$ cat src/rtl/spi_ram_ctrl.sv
// Command decoder and single-port RAM behind an SPI slave: executes 10-bit
// {opcode, payload} words and returns read bytes on a level-held tx_data/tx_valid.
module spi_ram_ctrl #(
    parameter int MEM_DEPTH = 256,
    parameter int ADDR_SIZE = 8,
    parameter int AUTO_INC  = 0
) (
    input  logic                 clk,
    input  logic                 reset,
    input  logic [9:0]           rx_data,
    input  logic                 rx_valid,
    output logic [7:0]           tx_data,
    output logic                 tx_valid,
    output logic [ADDR_SIZE-1:0] wr_addr,
    output logic [ADDR_SIZE-1:0] rd_addr
);

    typedef enum logic [1:0] {
        OP_WR_ADDR = 2'b00,
        OP_WR_DATA = 2'b01,
        OP_RD_ADDR = 2'b10,
        OP_RD_DATA = 2'b11
    } opcode_e;

    localparam logic [ADDR_SIZE:0] DEPTH_C = MEM_DEPTH[ADDR_SIZE:0];

    logic [7:0]           mem_r [0:MEM_DEPTH-1];
    logic [ADDR_SIZE-1:0] wr_addr_r;
    logic [ADDR_SIZE-1:0] rd_addr_r;
    logic [7:0]           tx_data_r;
    logic                 tx_valid_r;

    opcode_e              opcode_s;
    logic [ADDR_SIZE-1:0] wr_addr_nxt_s;
    logic [ADDR_SIZE-1:0] rd_addr_nxt_s;
    logic                 mem_we_s;
    logic                 rd_en_s;
    logic                 wr_in_range_s;
    logic                 rd_in_range_s;

    // Post-increment modulo MEM_DEPTH; anything at or past the last word wraps to 0.
    function automatic logic [ADDR_SIZE-1:0] inc_addr(input logic [ADDR_SIZE-1:0] addr);
        logic [ADDR_SIZE:0] next_v;
        next_v = {1'b0, addr} + {{ADDR_SIZE{1'b0}}, 1'b1};
        if (next_v >= DEPTH_C) begin
            inc_addr = {ADDR_SIZE{1'b0}};
        end else begin
            inc_addr = next_v[ADDR_SIZE-1:0];
        end
    endfunction

    assign opcode_s      = opcode_e'(rx_data[9:8]);
    assign wr_in_range_s = ({1'b0, wr_addr_r} < DEPTH_C);
    assign rd_in_range_s = ({1'b0, rd_addr_r} < DEPTH_C);

    // Command decode: next addresses and array read/write enables.
    always_comb begin
        wr_addr_nxt_s = wr_addr_r;
        rd_addr_nxt_s = rd_addr_r;
        mem_we_s      = 1'b0;
        rd_en_s       = 1'b0;
        if (rx_valid && !reset) begin
            case (opcode_s)
                OP_WR_ADDR: wr_addr_nxt_s = rx_data[ADDR_SIZE-1:0];
                OP_WR_DATA: begin
                    mem_we_s = wr_in_range_s;
                    if (AUTO_INC != 0) begin
                        wr_addr_nxt_s = inc_addr(wr_addr_r);
                    end else begin
                        wr_addr_nxt_s = wr_addr_r;
                    end
                end
                OP_RD_ADDR: rd_addr_nxt_s = rx_data[ADDR_SIZE-1:0];
                OP_RD_DATA: begin
                    rd_en_s = 1'b1;
                    if (AUTO_INC != 0) begin
                        rd_addr_nxt_s = inc_addr(rd_addr_r);
                    end else begin
                        rd_addr_nxt_s = rd_addr_r;
                    end
                end
                default: begin
                    wr_addr_nxt_s = wr_addr_r;
                    rd_addr_nxt_s = rd_addr_r;
                end
            endcase
        end else begin
            mem_we_s = 1'b0;
            rd_en_s  = 1'b0;
        end
    end

    // Storage array; deliberately left out of reset so contents survive it.
    always_ff @(posedge clk) begin
        if (mem_we_s) begin
            mem_r[wr_addr_r] <= rx_data[7:0];
        end
    end

    // Address registers and registered read port with level-held tx_valid.
    always_ff @(posedge clk) begin
        if (reset) begin
            wr_addr_r  <= {ADDR_SIZE{1'b0}};
            rd_addr_r  <= {ADDR_SIZE{1'b0}};
            tx_data_r  <= 8'h00;
            tx_valid_r <= 1'b0;
        end else begin
            wr_addr_r <= wr_addr_nxt_s;
            rd_addr_r <= rd_addr_nxt_s;
            if (rd_en_s) begin
                tx_valid_r <= 1'b1;
                tx_data_r  <= rd_in_range_s ? mem_r[rd_addr_r] : 8'h00;
            end else if (rx_valid) begin
                tx_valid_r <= 1'b0;
            end
        end
    end

    assign tx_data  = tx_data_r;
    assign tx_valid = tx_valid_r;
    assign wr_addr  = wr_addr_r;
    assign rd_addr  = rd_addr_r;

endmodule
$ cat config.mk
export PLATFORM = sky130hd
export DESIGN_NAME = spi_ram_ctrl
export DESIGN_NICKNAME = d
export VERILOG_FILES = /design/src/rtl/spi_ram_ctrl.sv
export SDC_FILE = /design/constraint.sdc
export NUM_CORES = 2
export LEC_CHECK = 0
export ABC_CLOCK_PERIOD_IN_PS = 4600
export BUFFER_PORTS_ARGS = -buffer_cell sky130_fd_sc_hd__buf_2
export CORE_AREA = 2 2 405 407
export DETAILED_ROUTE_END_ITERATION = 8
export DIE_AREA = 0 0 407 409
export GPL_TIMING_DRIVEN = 0
export PLACE_DENSITY = 0.74
export SETUP_SLACK_MARGIN = 0.2
export SYNTH_ARGS = -nofsm -noshare
export SYNTH_HDL_FRONTEND = slang
export SYNTH_SLANG_ARGS = --single-unit
$ cat constraint.sdc
create_clock -name clk -period 4.6 [get_ports clk]
set_clock_uncertainty 0.1 [all_clocks]
set_input_delay 0.92 -clock clk [delete_from_list [all_inputs] [get_ports clk]]
set_output_delay 0.92 -clock clk [all_outputs]
set_load 0.02 [all_outputs]
==> results.yml <==
sta:
  setup_tns_ps: -946.1
  timing.final.ws_setup_ps: -361.9
  rsz0062_at_grt: "yes"
  period_share: 1.079
  worst_slew_pin_slew_ps: 1681
  finalWorstPathRequiredPeriod_ps: 4962
  setup_viol: 8
  maxSlewHeadroom: -0.1209
  hold_violations: 0
  max_freq_mhz: 201.5
  slew_violations: 55
pwr:
  p_seq_frac: 0.544
  intPower_w: 0.02999
  clkPwrFrac: 0.425
  p_per_area_mw_per_mm2: 419.5
  pwr-share-comb: 0.031
  p_sw_frac: 0.2141
  vdd.ir_drop.worst_mv: 0.4384
  p_sw_w: 0.008171
  p_leak_nw: 27.24
critical_path:
  critPathMaxFanout: 11
  crit_arrival_ps: 5660
  crit_path_start_kind: "flop"
  worstSetupPathType: "flop to flop"
  end_kind: "flop"
  cp_data_required_time_ps: 5300
  critical_path.cell_chain: "buf_2 -> nor2b_1 -> clkbuf_2 -> clkbuf_2 -> clkbuf_2 -> a22oi_1 -> a21oi_2 -> nand4_1 -> o211ai_1"
  crit_slowest_cell: "clkbuf_2"
  path_delay_family: "buffers and inverters"
  crit_path_frequent_cell: "clkbuf_2"
  max_stage_delay_ps: 950
  cp_num_buf_inv: 4
detailed_routing:
  drc: 2
  num_vias: 47130
  drt_iter0_drc: 10630
  drt_wl_total_um: 286400
  wire_per_inst_um: 43.08
  viasPerCell: 7.089
  ant_nets: 0
  firstDrtPassIters: 9
clocking:
  cts_buffer_depth: 3
  numClockSinks: 2073
  numCtsBuffers: 195
  htreeDepth: 4
  cts_tree: "done"
  clk_latency_ps: 870
  clk_pin_slew_worst_paths_ps: 70
  root_buffer: "clkbuf_16"
  hold_buffers: 0
global_route:
  grt_pass1_vias: 43800
  grt_max_degree: 154
  grt_overflow_total: 0
  antenna_found_initial: 20
  grt_usage: 0.3436
  grt_pass1_wl_um: 377600
die:
  rows: 148
  core-area_mm2: 0.1620
  ioPinCount: 38
  start_util: 0.4985
  die-area_mm2: 0.1665
  fp.dieW_um: 407
  die_h_um: 409
finish:
  multiInputGateArea_mm2: 0.01753
  n_fill_cell: 11790
  regArea_mm2: 0.06200
  drive_gt1_frac: 0.2198
  utilization: 0.5614
  final_cells: 6648
  final_nets: 4309
  synthToLayoutAreaGrowth_pct: 12.60
synth:
  syn_avg_cell_area_um2: 20.02
  synth_top_area_frac: 0.7613
  ys_warn_count: 0
  synth-seq-cells: 2073
  netlist_area_mm2: 0.08078
  synth.net_count: 4047
  async_flop_share: 0
  ys_types: 59
  ys.flop_type: "edfxtp_1"
  yosysSeqAreaShare: 0.7675
  synth_top_cell_by_area: "edfxtp_1"
  syn_inst: 4034
  synth_area_leaders: "edfxtp_1, mux4_2, mux2i_1"
  synth-edff-count: 2048
job:
  drv_cap: 5
placement:
  hpwlAfterDp_um: 185800
  dp_cells: 6260
  gp_congestion: 1.062
  numPortBuffers: 35
min_path:
  min_path_type: "primary input to flop"
outcome:
  outcome: "complete, but fails checks"
  violations: "design-rule violations, max-capacitance violations, max-slew violations, negative setup slack"
==> path summary, 6_finish.rpt <==
path,start,cells past startpoint,slack (ps),end
worst min-delay path,rx_data[7],1,190,mem_r[255][7]
worst min register to register,tx_valid,2,370,tx_valid
worst max register to register,rd_addr[2],9,-360,tx_data[3]
worst max-delay path,rd_addr[2],9,-360,tx_data[3]
==> synthesized netlist by cell type (33+ instances only) <==
cell and count:
buf_6 35, buf_2 44, a21oi_1 44, nor2_1 320
nor3_1 42, a211oi_1 33, o22ai_1 102, mux4_2 403
nand2_1 149, mux2i_1 264, clkbuf_1 115, a22oi_1 43
edfxtp_1 2048, nand3_1 43, o221ai_1 36
==> stage by stage <==
stage,hold WS (ps),total power (W),setup slack (ps),cell area (um2)
after CTS,171.0,0.03793,99.61,90620
after detailed placement,360.1,0.02227,-1437,84140
after global placement,368.1,0.02227,-1799,83680
after global routing,174.8,0.03868,14.29,90930
after floorplan,446.9,0.02156,1287,80780
final,191.9,0.03816,-361.9,90960
==> worst reg2reg max path, stage by stage (launching register included) <==
cell and delay [ps]:
dfxtp_1 610, buf_2 370, nor2b_1 170, clkbuf_2 430, clkbuf_2 780, clkbuf_2 960, a22oi_1 220, a21oi_2 630
nand4_1 350, o211ai_1 250
==> repair_timing <==
action,4_1_cts,5_1_grt
setup buffers,2,11
pin swaps,2,15
gates cloned,0,0
endpoints found under the setup margin,32,485
resized for setup,66,98
==> area by class of cell <==
| type | count | area share |
|---|---|---|
| Multi-Input combinational cell | 1708 | 0.1927 |
| Timing Repair Buffer | 65 | 0.007579 |
| Clock inverter | 120 | 0.01283 |
| Clock buffer | 240 | 0.05644 |
| Tap cell | 2175 | 0.02992 |
| Sequential cell | 2073 | 0.6816 |
| Inverter | 3 | 0.0001238 |
| Buffer | 250 | 0.01845 |
| Antenna cell | 14 | 0.0003851 |
==> power by group through the flow <==
stage	logic [W]	clock network [W]	registers (W)
2_1_floorplan	0.000391	0	0.0212
3_3_place_gp	0.00104	0	0.0212
3_5_place_dp	0.00111	0	0.0212
4_1_cts	0.00112	0.0161	0.0208
5_1_grt	0.00117	0.0168	0.0208
6_report	0.00119	0.0162	0.0208
==> per-layer routing <==
layer	up-vias	GRT usage	part of all wire	routed length, um
li1	17190	-	-	-
met1	23760	0.4271	0.32	90260
met2	5019	0.4653	0.41	117500
met3	1135	0.1756	0.18	52780
met4	24	0.2351	0.089	25580
met5	-	0.004094	0.00082	235
==> sequential cells by signal (all words and copies together), names as in the netlist <==
register / flops
tx_valid: 1
mem_r: 2048
rd_addr: 8
tx_data: 8
wr_addr: 8
==> placed cells by master (no fill, tap or decap), types with 59 or more instances in the layout <==
cell and instances:
buf_2 61, buf_4 59, clkbuf_1 116, clkbuf_16 199, edfxtp_1 2048, mux2i_1 264, mux4_2 403, nand2_1 149
nor2_1 267, o22ai_1 102
==> cell families after synthesis <==
family | synth area share
compound gates | 0.03137
buf+inv | 0.01862
flops | 0.7675
mux | 0.1462
simple gates | 0.03632
Power figures use the tool's default switching activity.
